==> config.mk <==
export PLATFORM = sky130hd
export DESIGN_NAME = vita49_pack_mc
export DESIGN_NICKNAME = d
export VERILOG_FILES = /design/src/rtl/vita49_pkg.sv /design/src/rtl/vita49_rr_arb.sv /design/src/rtl/vita49_pack_mc.sv
export SDC_FILE = /design/constraint.sdc
export NUM_CORES = 1
export LEC_CHECK = 0
export BUFFER_PORTS_ARGS = -buffer_cell sky130_fd_sc_hd__buf_2
export CAP_MARGIN = 25
export CORE_AREA = 2 2 151 153
export CTS_CLUSTER_DIAMETER = 100
export DETAILED_ROUTE_END_ITERATION = 8
export DIE_AREA = 0 0 153 155
export PLACE_DENSITY = 0.83
export SYNTH_ARGS = -nofsm -noshare
export SYNTH_HDL_FRONTEND = slang
export SYNTH_SLANG_ARGS = --single-unit
export TNS_END_PERCENT = 5
==> constraint.sdc <==
create_clock -name AXIS_ACLK -period 4.4 [get_ports AXIS_ACLK]
set_input_delay 0.66 -clock AXIS_ACLK [delete_from_list [all_inputs] [get_ports AXIS_ACLK]]
set_output_delay 0.66 -clock AXIS_ACLK [all_outputs]
set_load 0.01 [all_outputs]
==> src/rtl/vita49_pkg.sv <==
// Shared definitions for the multi-channel VITA49 packetiser: FSM encoding,
// header field constants and header-word builder.
package vita49_pkg;

   typedef enum logic [3:0] {
      ST_IDLE    = 4'd0,
      ST_HDR     = 4'd1,
      ST_SID     = 4'd2,
      ST_TSI     = 4'd3,
      ST_TSF_HI  = 4'd4,
      ST_TSF_LO  = 4'd5,
      ST_PAYLOAD = 4'd6,
      ST_PAD     = 4'd7,
      ST_TRL     = 4'd8
   } state_t;

   localparam logic [3:0] PKT_TYPE  = 4'b0001;
   localparam logic [1:0] TSI_UTC   = 2'b01;
   localparam logic [1:0] TSF_REAL  = 2'b10;
   localparam int         HDR_WORDS = 5;

   function automatic logic [31:0] mk_hdr(input logic       trl_en,
                                          input logic [3:0]  pcnt,
                                          input logic [15:0] size);
      return {PKT_TYPE, 1'b0, trl_en, 2'b00, TSI_UTC, TSF_REAL, pcnt, size};
   endfunction

endpackage

==> src/rtl/vita49_rr_arb.sv <==
// Round-robin arbiter: one-hot grant searching from the rotation pointer,
// pointer moves to the granted channel + 1 when advance is asserted.
module vita49_rr_arb #(
   parameter int NUM_CH = 2
) (
   input  logic              clk,
   input  logic              rst_n,
   input  logic [NUM_CH-1:0] req,
   input  logic              advance,
   output logic [NUM_CH-1:0] grant,
   output logic [2:0]        grant_idx
);

   logic [2:0] ptr;
   logic       found;

   // Two passes: channels at or above the pointer first, then the wrap-around.
   always_comb begin
      grant     = '0;
      grant_idx = 3'd0;
      found     = 1'b0;
      for (int j = 0; j < NUM_CH; j++) begin
         if (!found && req[j] && (3'(j) >= ptr)) begin
            found     = 1'b1;
            grant[j]  = 1'b1;
            grant_idx = 3'(j);
         end
      end
      for (int j = 0; j < NUM_CH; j++) begin
         if (!found && req[j] && (3'(j) < ptr)) begin
            found     = 1'b1;
            grant[j]  = 1'b1;
            grant_idx = 3'(j);
         end
      end
   end

   always_ff @(posedge clk or negedge rst_n) begin
      if (!rst_n)
         ptr <= 3'd0;
      else if (advance)
         ptr <= (grant_idx == 3'(NUM_CH - 1)) ? 3'd0 : grant_idx + 3'd1;
   end

endmodule

==> src/rtl/vita49_pack_mc.sv <==
// Multi-channel VITA49 IF-data packetiser: round-robin channel selection,
// five-word header prefix, pass-through payload with zero padding on short input.
module vita49_pack_mc
   import vita49_pkg::*;
#(
   parameter int NUM_CH = 2,
   parameter int CNT_W  = 16
) (
   input  logic                  AXIS_ACLK,
   input  logic                  AXIS_ARESETN,
   input  logic [NUM_CH*32-1:0]  S_AXIS_TDATA,
   input  logic [NUM_CH-1:0]     S_AXIS_TVALID,
   input  logic [NUM_CH-1:0]     S_AXIS_TLAST,
   output logic [NUM_CH-1:0]     S_AXIS_TREADY,
   output logic [31:0]           M_AXIS_TDATA,
   output logic                  M_AXIS_TVALID,
   output logic                  M_AXIS_TLAST,
   input  logic                  M_AXIS_TREADY,
   input  logic [NUM_CH-1:0]     ch_enable,
   input  logic [NUM_CH*32-1:0]  stream_id,
   input  logic [CNT_W-1:0]      pkt_size,
   input  logic                  trailer_en,
   input  logic [31:0]           trailer,
   input  logic [31:0]           timestamp_sec,
   input  logic [63:0]           timestamp_fsec,
   input  logic                  err_clr,
   output logic [NUM_CH-1:0]     err_short,
   output logic                  err_cfg,
   output logic [3:0]            state_dbg,
   output logic [2:0]            active_ch_dbg
);

   state_t            state, state_nxt;
   logic [2:0]        ch;
   logic [31:0]       sid_q, trl_q, sec_q, sid_g;
   logic [63:0]       fsec_q;
   logic [CNT_W-1:0]  size_q, cnt;
   logic              trl_en_q;
   logic [3:0]        pcnt [NUM_CH];
   logic [NUM_CH-1:0] req, grant, short_set;
   logic [2:0]        grant_idx;
   logic [31:0]       s_dat;
   logic              s_vld, s_last;
   logic [3:0]        s_pcnt;
   logic [15:0]       size_fld;
   logic              any_req, cfg_bad, start, last_word, s_hs, pad_hs, out_hs;

   assign req       = ch_enable & S_AXIS_TVALID;
   assign any_req   = |req;
   assign cfg_bad   = (pkt_size == '0);
   assign start     = (state == ST_IDLE) && any_req;
   assign last_word = (cnt == size_q - CNT_W'(1));
   assign s_hs      = (state == ST_PAYLOAD) && s_vld && M_AXIS_TREADY;
   assign pad_hs    = (state == ST_PAD) && M_AXIS_TREADY;
   assign out_hs    = M_AXIS_TVALID && M_AXIS_TREADY;
   assign size_fld  = 16'(HDR_WORDS + int'(size_q) + int'(trl_en_q));

   assign state_dbg     = state;
   assign active_ch_dbg = ch;

   vita49_rr_arb #(.NUM_CH(NUM_CH)) u_arb (
      .clk       (AXIS_ACLK),
      .rst_n     (AXIS_ARESETN),
      .req       (req),
      .advance   (start),
      .grant     (grant),
      .grant_idx (grant_idx)
   );

   always_comb begin
      sid_g = '0;
      for (int j = 0; j < NUM_CH; j++)
         if (grant[j]) sid_g = stream_id[32*j +: 32];
   end

   always_comb begin
      s_dat     = '0;
      s_vld     = 1'b0;
      s_last    = 1'b0;
      s_pcnt    = '0;
      short_set = '0;
      for (int j = 0; j < NUM_CH; j++) begin
         if (ch == 3'(j)) begin
            s_dat  = S_AXIS_TDATA[32*j +: 32];
            s_vld  = S_AXIS_TVALID[j];
            s_last = S_AXIS_TLAST[j];
            s_pcnt = pcnt[j];
            short_set[j] = s_hs && s_last && !last_word;
         end
      end
   end

   always_ff @(posedge AXIS_ACLK or negedge AXIS_ARESETN) begin
      if (!AXIS_ARESETN)
         state <= ST_IDLE;
      else
         state <= state_nxt;
   end

   always_comb begin
      state_nxt = state;
      unique case (state)
         ST_IDLE:    if (any_req && !cfg_bad) state_nxt = ST_HDR;
         ST_HDR:     if (M_AXIS_TREADY) state_nxt = ST_SID;
         ST_SID:     if (M_AXIS_TREADY) state_nxt = ST_TSI;
         ST_TSI:     if (M_AXIS_TREADY) state_nxt = ST_TSF_HI;
         ST_TSF_HI:  if (M_AXIS_TREADY) state_nxt = ST_TSF_LO;
         ST_TSF_LO:  if (M_AXIS_TREADY) state_nxt = ST_PAYLOAD;
         ST_PAYLOAD: begin
            if (s_hs && last_word)
               state_nxt = trl_en_q ? ST_TRL : ST_IDLE;
            else if (s_hs && s_last)
               state_nxt = ST_PAD;
         end
         ST_PAD:     if (pad_hs && last_word) state_nxt = trl_en_q ? ST_TRL : ST_IDLE;
         ST_TRL:     if (M_AXIS_TREADY) state_nxt = ST_IDLE;
         default:    state_nxt = ST_IDLE;
      endcase
   end

   always_comb begin
      M_AXIS_TDATA  = '0;
      M_AXIS_TVALID = 1'b0;
      M_AXIS_TLAST  = 1'b0;
      S_AXIS_TREADY = '0;
      unique case (state)
         ST_IDLE:    ;
         ST_HDR:     begin M_AXIS_TVALID = 1'b1; M_AXIS_TDATA = mk_hdr(trl_en_q, s_pcnt, size_fld); end
         ST_SID:     begin M_AXIS_TVALID = 1'b1; M_AXIS_TDATA = sid_q; end
         ST_TSI:     begin M_AXIS_TVALID = 1'b1; M_AXIS_TDATA = sec_q; end
         ST_TSF_HI:  begin M_AXIS_TVALID = 1'b1; M_AXIS_TDATA = fsec_q[63:32]; end
         ST_TSF_LO:  begin M_AXIS_TVALID = 1'b1; M_AXIS_TDATA = fsec_q[31:0]; end
         ST_PAYLOAD: begin
            M_AXIS_TVALID = s_vld;
            M_AXIS_TDATA  = s_dat;
            M_AXIS_TLAST  = last_word && !trl_en_q;
            for (int j = 0; j < NUM_CH; j++)
               S_AXIS_TREADY[j] = (ch == 3'(j)) && M_AXIS_TREADY;
         end
         ST_PAD:     begin M_AXIS_TVALID = 1'b1; M_AXIS_TLAST = last_word && !trl_en_q; end
         ST_TRL:     begin M_AXIS_TVALID = 1'b1; M_AXIS_TLAST = 1'b1; M_AXIS_TDATA = trl_q; end
         default:    ;
      endcase
   end

   // Packet context is captured once at grant so live input changes cannot tear a packet.
   always_ff @(posedge AXIS_ACLK or negedge AXIS_ARESETN) begin
      if (!AXIS_ARESETN) begin
         ch       <= '0;
         sid_q    <= '0;
         trl_q    <= '0;
         sec_q    <= '0;
         fsec_q   <= '0;
         size_q   <= '0;
         trl_en_q <= 1'b0;
         cnt      <= '0;
      end else if (start && !cfg_bad) begin
         ch       <= grant_idx;
         sid_q    <= sid_g;
         trl_q    <= trailer;
         sec_q    <= timestamp_sec;
         fsec_q   <= timestamp_fsec;
         size_q   <= pkt_size;
         trl_en_q <= trailer_en;
         cnt      <= '0;
      end else if (s_hs || pad_hs) begin
         cnt <= cnt + CNT_W'(1);
      end
   end

   always_ff @(posedge AXIS_ACLK or negedge AXIS_ARESETN) begin
      if (!AXIS_ARESETN) begin
         for (int j = 0; j < NUM_CH; j++) pcnt[j] <= 4'd0;
      end else if (out_hs && M_AXIS_TLAST) begin
         for (int j = 0; j < NUM_CH; j++)
            if (ch == 3'(j)) pcnt[j] <= pcnt[j] + 4'd1;
      end
   end

   // A new error in the same cycle as err_clr still leaves its bit set.
   always_ff @(posedge AXIS_ACLK or negedge AXIS_ARESETN) begin
      if (!AXIS_ARESETN) begin
         err_short <= '0;
         err_cfg   <= 1'b0;
      end else begin
         err_short <= (err_clr ? '0 : err_short) | short_set;
         err_cfg   <= (err_clr ? 1'b0 : err_cfg) | (start && cfg_bad);
      end
   end

endmodule

==> out/metrics.cfg, run 1 <==
[run_status]
status = finished, final reports clean

[setup_path]
crit_path_end_kind = primary output
cp_cell_sequence = or4_4 -> or4_1 -> a32oi_1 -> a21oi_1 -> or4b_4 -> o21bai_2 -> buf_2
rr_worst_depth = 8
worstPathMaxFanout = 9
critPathMaxStageDelay_ns = 0.57
critPathArrivalTime_ns = 3.52
r2r_end = pcnt[5]
cp-endpoint = M_AXIS_TLAST
critPathLaunchType = flop
path_class = reg -> out
crit_slowest_cell = or4b_4
crit_start = size_q[5]
worstPathRequired_ns = 3.74
reg2reg_setup_slack_ns = 0.87
r2r_start = size_q[5]

[power_and_ir_drop]
p_total_uw = 8871
power_switching_uw = 3490
clock_power_share = 0.226
leakage_uw = 0.007055
ir_drop_mv = 0.4035
powerDensity_nw_per_um2 = 654.4
power_frac_seq = 0.402
p_int_uw = 5382
swShare = 0.3934
pwr-share-comb = 0.371

[synthesis]
synth_seq_cells = 210
syn-instance-count = 1251
synth_edf_count = 0
synth.top_cell.area_share = 0.4828
yosys_most_used_dff = dfrtp_1
ys.warnings.count = 0
synthTopCellsByCount = nand2_1 (507), dfrtp_1 (210), clkbuf_1 (81)
ys_seq_area_frac = 0.4828
synth.most_common_cell = nand2_1
synth_area_leaders = dfrtp_1 (48%), nand2_1 (17%), a222oi_1 (4.6%)
synth_top_area_cell = dfrtp_1
async_flop_share = 1.000
synth_area_um2 = 10880
synthDistinctLibCells = 54
avgSynthCellArea_um2 = 8.700

[clock_tree]
clk_latency_ns = 0.52
cts_buffer_depth = 3
ctsHoldBuffers = 0
cts_num_sinks = 210
postCtsSetupBuffers = 0
root_buffer = clkbuf_16
post_cts_resized = 0
clk_pin_slew_ns = 0.06
cts_made_buffers = 24
htreeDepth = 1
cts_tree = built

[timing]
setup_violations = 0
worst_pin_slew_ns = 1.051
final.setup.tns_ns = 0
slew_viol_final = 0
min_period_ns = 4.180
relSlewSlack = 0.2937
skew_ns = 0.01233
fmax_ghz = 0.2393
rsz0062_at_grt = false
hold_viol = 0
post-route-period-util = 0.9499

[global_route]
grt_pass1_wl_um = 55500
grt_max_degree = 159
overflow = 0
grt_pass1_vias = 10340
grtUsageTotal = 0.2970
antenna_found_initial = 4

[placement]
port_buffers = 326
gp_congestion = 0.9555
place_hpwl_um = 25620
placed_cells = 1791

[detailed_routing]
via_count = 10450
routedWlPerCell_um = 19.53
wl_um = 35800
drtAntennaViolNets = 0
firstDrtPassIters = 6
remaining_drc_errors = 0
drt-initial-drc-count = 1054
viasPerCell = 5.703

[floorplan]
core_um2 = 22230
dieHeight_um = 155
ios = 329
fp.dieW_um = 153
dieArea_um2 = 23720
start_util = 0.4897
core.rowCount = 55

[job]
drv_cap = 0

[final_layout]
layout-drive-gt1-share = 0.2820
final_core_util = 0.6099
syn_to_final_growth_pct = 24.55
fin_cells = 1833
nNetsFinal = 1821

[worst_hold_path]
hp-class = in -> async

==> layout make-up <==
| type | count | area (um^2) |
|---|---|---|
| Fill cell | 1929 | 8671 |
| Sequential cell | 210 | 5256 |
| Antenna cell | 2 | 5.005 |
| Clock inverter | 5 | 88.84 |
| Multi-Input combinational cell | 941 | 5294 |
| Timing Repair Buffer | 344 | 1813 |
| Inverter | 11 | 41.29 |
| Clock buffer | 35 | 701.9 |
| Tap cell | 285 | 356.6 |
==> cells in the final DEF (no fill, tap or decap), types with 24 or more instances in the layout <==
| cell type | count |
|---|---|
| clkbuf_16 | 24 |
| nor2_1 | 27 |
| buf_2 | 325 |
| mux2i_1 | 40 |
| nand2_1 | 507 |
| xor2_1 | 24 |
| o21ai_0 | 52 |
| mux2_2 | 36 |
| a222oi_1 | 50 |
| dfrtp_1 | 209 |
==> power by group through the flow <==
stage	Clock, uW	Sequential (uW)	Combinational, uW
global route	2110	3670	3630
finish	2010	3570	3300
detailed placement	0	3570	3250
floorplan	0	3180	2310
global placement	0	3510	3200
CTS	2030	3540	3290
==> sequential cells by signal (all words and copies together), names as in the netlist, 2 cells and up <==
name,flops
size_q,16
sec_q,32
cnt,16
trl_q,32
err_short,2
fsec_q,64
pcnt,8
sid_q,32
state_dbg,4
==> cells by family (layout without fill, tap and decap cells) <==
group                    Yosys count  in the layout  synth area share
AO/OA/AOI/OAI                    175            175            0.1183
adder cells (fa/ha/maj)            6              6          0.006897
flip-flops                       210            210            0.4828
XOR/XNOR                          46             46           0.03702
AND/OR/NAND/NOR                  635            635            0.2428
multiplexers                      77             77           0.07541
buffers and inverters            101            395           0.03644
other                              1              4         0.0003445
==> worst max-delay path, delay by kind of cell (launching register included) <==
kind / cells / cell delay, ns
and+or+nand+nor: 3 / 1.61
AOI/OAI and AO/OA: 3 / 0.69
DFF: 1 / 0.49
buffers and inverters: 1 / 0.21
==> layer usage <==
layer	global-route usage	up-vias	routed length [um]	share of wire
li1	-	4861	-	-
met1	0.3884	4995	14360	0.40
met2	0.4986	518	17140	0.48
met3	0.04735	77	2762	0.077
met4	0.1190	2	1526	0.043
met5	0	-	16	0.00045
==> through the flow <==
| stage | hold WS [ns] | setup WS [ns] | area, um^2 |
|---|---|---|---|
| after floorplan | 0.3644 | 1.139 | 10890 |
| after global placement | 0.4557 | 0.8379 | 12760 |
| after detailed placement | 0.4618 | 0.8061 | 12760 |
| after CTS | 0.2967 | 0.2459 | 13550 |
| after global routing | 0.3082 | 0.03441 | 13550 |
| final | 0.2376 | 0.2204 | 13560 |
==> how the worst min path moves through the flow <==
stage,cells after the start,slack (ns),endpoint,from
floorplan,0,0.36,active_ch_dbg[0],AXIS_ARESETN
global placement,2,0.46,trl_q[23],trl_q[23]
detailed placement,2,0.46,trl_q[7],trl_q[7]
CTS,1,0.30,pcnt[1],AXIS_ARESETN
global route,1,0.31,pcnt[7],AXIS_ARESETN
finish,1,0.24,pcnt[7],AXIS_ARESETN
Note: power is estimated with default switching activity, not from simulation.
==> run 2: changes to the inputs <==
--- a/config.mk
+++ b/config.mk
@@ -5,7 +5,7 @@
 export SDC_FILE = /design/constraint.sdc
 export NUM_CORES = 1
 export LEC_CHECK = 0
-export BUFFER_PORTS_ARGS = -buffer_cell sky130_fd_sc_hd__buf_2
+export BUFFER_PORTS_ARGS = -buffer_cell sky130_fd_sc_hd__buf_4
 export CAP_MARGIN = 25
 export CORE_AREA = 2 2 151 153
 export CTS_CLUSTER_DIAMETER = 100
==> run 2 against run 1 <==
Sequential share of layout area shrank 2.2 points. Non-clock buffer count fell by 2. Clock power barely moved. Largest power group unchanged.
==> out/metrics.cfg, run 2 (synthesized netlist as in run 1, its figures left out) <==
[run_status]
status = finished, final reports clean

[setup_path]
r2r_start = size_q[7]
worstPathRequired_ns = 3.74
critPathArrivalTime_ns = 3.45
crit_path_end_kind = primary output
critPathLaunchType = flop
worstPathMaxFanout = 10
path_class = reg -> out
cp_num_buf_inv = 1
r2r_end = pcnt[5]
reg2reg_setup_slack_ns = 0.95
rr_worst_depth = 8
cp_cell_sequence = or4_1 -> or4_1 -> a32oi_1 -> a21oi_1 -> or4b_4 -> o21bai_2 -> buf_4
cpLargestDelayFamily = simple AND/OR/NAND/NOR gates
path_common_cell = or4_1
crit_slowest_cell = or4_1
critPathMaxStageDelay_ns = 0.61

[power_and_ir_drop]
p_int_uw = 5596
power_frac_seq = 0.392
powerDensity_nw_per_um2 = 637.8
power_switching_uw = 3565
leakage_uw = 0.007315
ir_drop_mv = 0.3134
pwr-share-comb = 0.387
clock_power_share = 0.221
swShare = 0.3892

[global_route]
grt_pass1_wl_um = 56630
grt_pass1_vias = 10460
overflow = 0
grtUsageTotal = 0.3023
antenna_found_initial = 2
grt_max_degree = 207

[timing]
fmax_ghz = 0.2432
hold_viol = 0
min_period_ns = 4.111
relSlewSlack = 0.3495
slew_viol_final = 0
final.setup.tns_ns = 0
post-route-period-util = 0.9344
skew_ns = 0.008513
rsz0062_at_grt = false
setup_violations = 0
worst_pin_slew_ns = 0.9735

[placement]
gp_congestion = 0.9193
place_hpwl_um = 26000
port_buffers = 326

[detailed_routing]
remaining_drc_errors = 0
drtAntennaViolNets = 0
firstDrtPassIters = 7
routedWlPerCell_um = 20.21
via_count = 10510
viasPerCell = 5.745
drt-initial-drc-count = 1070
wl_um = 36980

[clock_tree]
htreeDepth = 1
ctsHoldBuffers = 0
postCtsSetupBuffers = 0
cts_num_sinks = 210
post_cts_resized = 0
root_buffer = clkbuf_16
clk_pin_slew_ns = 0.06
cts_buffer_depth = 3
cts_made_buffers = 24
clk_latency_ns = 0.52
cts_tree = built

[final_layout]
top_register = fsec_q
n_fill_cell = 1827
nNetsFinal = 1819
layout-drive-gt1-share = 0.2819
final_cell_mix = nand2_1 (507), buf_4 (336), dfrtp_1 (209), o21ai_0 (52), a222oi_1 (50)
syn_to_final_growth_pct = 31.96
final_core_util = 0.6462
largest_reg_flops = 64
final_common_cell = nand2_1

[floorplan]
ios = 329
core_um2 = 22230
core.rowCount = 55
dieArea_um2 = 23720
start_util = 0.4897
dieHeight_um = 155
fp.dieW_um = 153

[job]
drv_cap = 0

[worst_hold_path]
hp-class = in -> async

-- run 2: cell types whose count changed in the layout (fill, tap and decap cells not counted) --
cell / before / now
buf_12: 3 / 4
buf_2: 325 / 1
buf_4: 15 / 336
bufinv_16: 2 / 3
clkbuf_1: 5 / 3
clkbuf_8: 7 / 4
clkinv_2: 1 / 4
clkinv_4: 0 / 1
clkinvlp_4: 1 / 0
-- run 2: through the flow --
step	area [um^2]	hold WS [ns]	power [uW]	worst slack, ns	std cells
finish	14360	0.1494	9161	0.2888	1830
global route	14360	0.2118	9690	0.07129	1829
CTS	14350	0.1768	9142	0.2732	1827
detailed placement	13560	0.4611	7070	0.8292	1788
global placement	13560	0.4568	6962	0.8455	1788
floorplan	10890	0.3644	5491	1.139	1252
-- run 2: per-layer routing --
metal,up-vias,GRT usage,share of wire
li1,4856,-,-
met4,0,0.1332,0.048
met3,91,0.05627,0.084
met1,5013,0.3888,0.39
met2,554,0.5031,0.48
met5,-,0,0
-- run 2: layout make-up --
class | count | area [um^2] | share of cell area
Tap cell | 285 | 356.6 | 0.02483
Inverter | 11 | 41.29 | 0.002875
Timing Repair Buffer | 342 | 2621 | 0.1825
Clock buffer | 30 | 653.1 | 0.04547
Sequential cell | 210 | 5256 | 0.3660
Antenna cell | 2 | 5.005 | 0.0003485
Multi-Input combinational cell | 941 | 5294 | 0.3686
Clock inverter | 9 | 135.1 | 0.009409
-- run 2: power groups by stage --
stage | Clock (uW) | Combinational [uW] | Sequential (uW)
floorplan | 0 | 2310 | 3180
global route | 2120 | 3880 | 3690
finish | 2030 | 3540 | 3590
detailed placement | 0 | 3480 | 3590
CTS | 2050 | 3520 | 3570
global placement | 0 | 3420 | 3540
-- run 2: how the worst max path moves through the flow --
stage,startpoint,to,slack [ns],depth (start not counted)
finish,size_q[7],M_AXIS_TLAST,0.29,7
global route,size_q[0],M_AXIS_TLAST,0.07,9
CTS,size_q[0],M_AXIS_TLAST,0.27,9
detailed placement,size_q[5],M_AXIS_TLAST,0.83,7
global placement,size_q[7],M_AXIS_TLAST,0.85,7
floorplan,size_q[5],pcnt[5],1.14,9
==> run 3: changes to the inputs <==
--- a/config.mk
+++ b/config.mk
@@ -9,9 +9,10 @@
 export CAP_MARGIN = 25
 export CORE_AREA = 2 2 151 153
 export CTS_CLUSTER_DIAMETER = 100
+export CTS_CLUSTER_SIZE = 14
 export DETAILED_ROUTE_END_ITERATION = 8
 export DIE_AREA = 0 0 153 155
-export PLACE_DENSITY = 0.83
+export PLACE_DENSITY = 0.75
 export SYNTH_ARGS = -nofsm -noshare
 export SYNTH_HDL_FRONTEND = slang
 export SYNTH_SLANG_ARGS = --single-unit
==> run 3 against run 2 <==
Power is 7.2% lower. Design area is 1.7% lower. Largest power group unchanged. Clock skew is 0.0054 ns higher. Flip-flop and latch count stayed put.
==> out/metrics.cfg, run 3 (synthesized netlist as in run 1, its figures left out) <==
[floorplan]
start_util = 0.4897
core.rowCount = 55
dieHeight_um = 155
core_um2 = 22230
fp.dieW_um = 153
ios = 329
dieArea_um2 = 23720

[timing]
skew_ns = 0.01395
final.setup.tns_ns = 0
setup_slack_ns = 0.2762
slew_viol_final = 0
setup_violations = 0
hold_viol = 0
post-route-period-util = 0.9372
relSlewSlack = 0.3182
rsz0062_at_grt = false
min_period_ns = 4.124
fmax_ghz = 0.2425
worst_pin_slew_ns = 1.020

[power_and_ir_drop]
clock_power_share = 0.167
power_switching_uw = 3378
pwr-share-comb = 0.415
powerDensity_nw_per_um2 = 601.9
leakage_uw = 0.007203
power_frac_seq = 0.418
p_int_uw = 5118
ir_drop_mv = 0.3794
swShare = 0.3976

[detailed_routing]
routedWlPerCell_um = 19.65
firstDrtPassIters = 6
remaining_drc_errors = 0
drtAntennaViolNets = 0
drt-initial-drc-count = 966
wl_um = 35710
viasPerCell = 5.621
via_count = 10210

[global_route]
grtUsageTotal = 0.2956
grt_pass1_vias = 10070
use_met2 = 0.4792
busiest_layer = met2
overflow = 0
grt_pass1_wl_um = 55080
grt_util_met3 = 0.06128
antenna_found_initial = 0
grt_max_degree = 131
grtUsageMet1 = 0.3881

[clock_tree]
clk_pin_slew_ns = 0.07
cts_made_buffers = 18
cts_tree = built
root_buffer = clkbuf_16
cts_buffer_depth = 3
postCtsSetupBuffers = 0
clk_latency_ns = 0.49
post_cts_resized = 0
cts_num_sinks = 210
ctsHoldBuffers = 0
htreeDepth = 1

[setup_path]
path_common_cell = or4_1
r2r_start = size_q[7]
cpLargestDelayFamily = simple AND/OR/NAND/NOR gates
crit_path_end_kind = primary output
worstPathRequired_ns = 3.74
worstPathMaxFanout = 10
critPathLaunchType = flop
cp_cell_sequence = or4_1 -> or4_1 -> a32oi_1 -> a21oi_1 -> or4b_4 -> o21bai_2 -> buf_4
critPathArrivalTime_ns = 3.46
path_class = reg -> out
critPathMaxStageDelay_ns = 0.63
crit_slowest_cell = or4_1
crit_start = size_q[7]
cp_num_buf_inv = 1

[final_layout]
regArea_um2 = 5256
layout-drive-gt1-share = 0.2781
largest_reg_flops = 64
nNetsFinal = 1821
final_cell_mix = nand2_1 (507), buf_4 (345), dfrtp_1 (209), o21ai_0 (52), a222oi_1 (50)
n_fill_cell = 1951
top_register = fsec_q
antenna-diode-count = 0
multi_input_comb_area_um2 = 5294
final_common_cell = nand2_1
syn_to_final_growth_pct = 29.70

[placement]
gp_congestion = 0.8925
port_buffers = 326
place_ws_ns = 0.8248
place_hpwl_um = 25970

[run_status]
status = finished, final reports clean

[worst_hold_path]
hp-class = in -> async

[job]
drv_cap = 0

-- run 3: cell types whose count changed in the layout (fill, tap and decap cells not counted) --
cell,change
buf_16,+2
clkbuf_16,-6
bufinv_16,-3
buf_12,-2
buf_4,+9
clkbuf_1,-2
clkinv_2,-4
clkbuf_8,-3
clkinv_4,-1
diode_2,-2
buf_2,-1
-- run 3: layer usage --
metal / wire [um] / share of wire / vias to the layer above
met3: 2952 / 0.083 / 76
met1: 14170 / 0.40 / 4837
met4: 1634 / 0.046 / 0
met5: 0 / 0 / -
met2: 16950 / 0.47 / 454
li1: - / - / 4846
-- run 3: final timing paths --
path	end	slack, ns	depth (start not counted)
worst max-delay path	M_AXIS_TLAST	0.28	7
worst min-delay path	sid_q[7]	0.06	1
worst max register to register	pcnt[5]	0.90	8
worst min register to register	sec_q[28]	0.47	2
max in group asynchronous	fsec_q[34]	3.25	3
min in group AXIS_ACLK	fsec_q[49]	0.35	3
-- run 3: through the flow --
stage            util  hold WS, ns  instances  cell area (um^2)  total power, uW
2_1_floorplan       -       0.3644       1252             10890             5491
3_3_place_gp   0.6115       0.4564       1795             13590             6992
3_5_place_dp   0.6115       0.4630       1795             13590             7073
4_1_cts        0.6326       0.3391       1815             14060             8509
5_1_grt        0.6351      0.06515       1817             14120             9063
6_report       0.6351      0.06210       1817             14120             8497
-- run 3: area by class of cell --
| class | instances | share of cell area |
|---|---|---|
| clock buffers | 19 | 0.03217 |
| well taps | 285 | 0.02526 |
| multi-input cells | 941 | 0.3750 |
| inverters | 11 | 0.002925 |
| clock inverters | 1 | 0.001152 |
| flip-flops and latches | 210 | 0.3723 |
| repair buffers | 350 | 0.1912 |
-- run 3: power groups by stage --
| stage | clock, uW | sequential [uW] | combinational [uW] |
|---|---|---|---|
| after floorplan | 0 | 3180 | 2310 |
| after global placement | 0 | 3530 | 3460 |
| after detailed placement | 0 | 3570 | 3510 |
| after CTS | 1440 | 3540 | 3530 |
| after global routing | 1510 | 3660 | 3900 |
| final | 1420 | 3550 | 3530 |
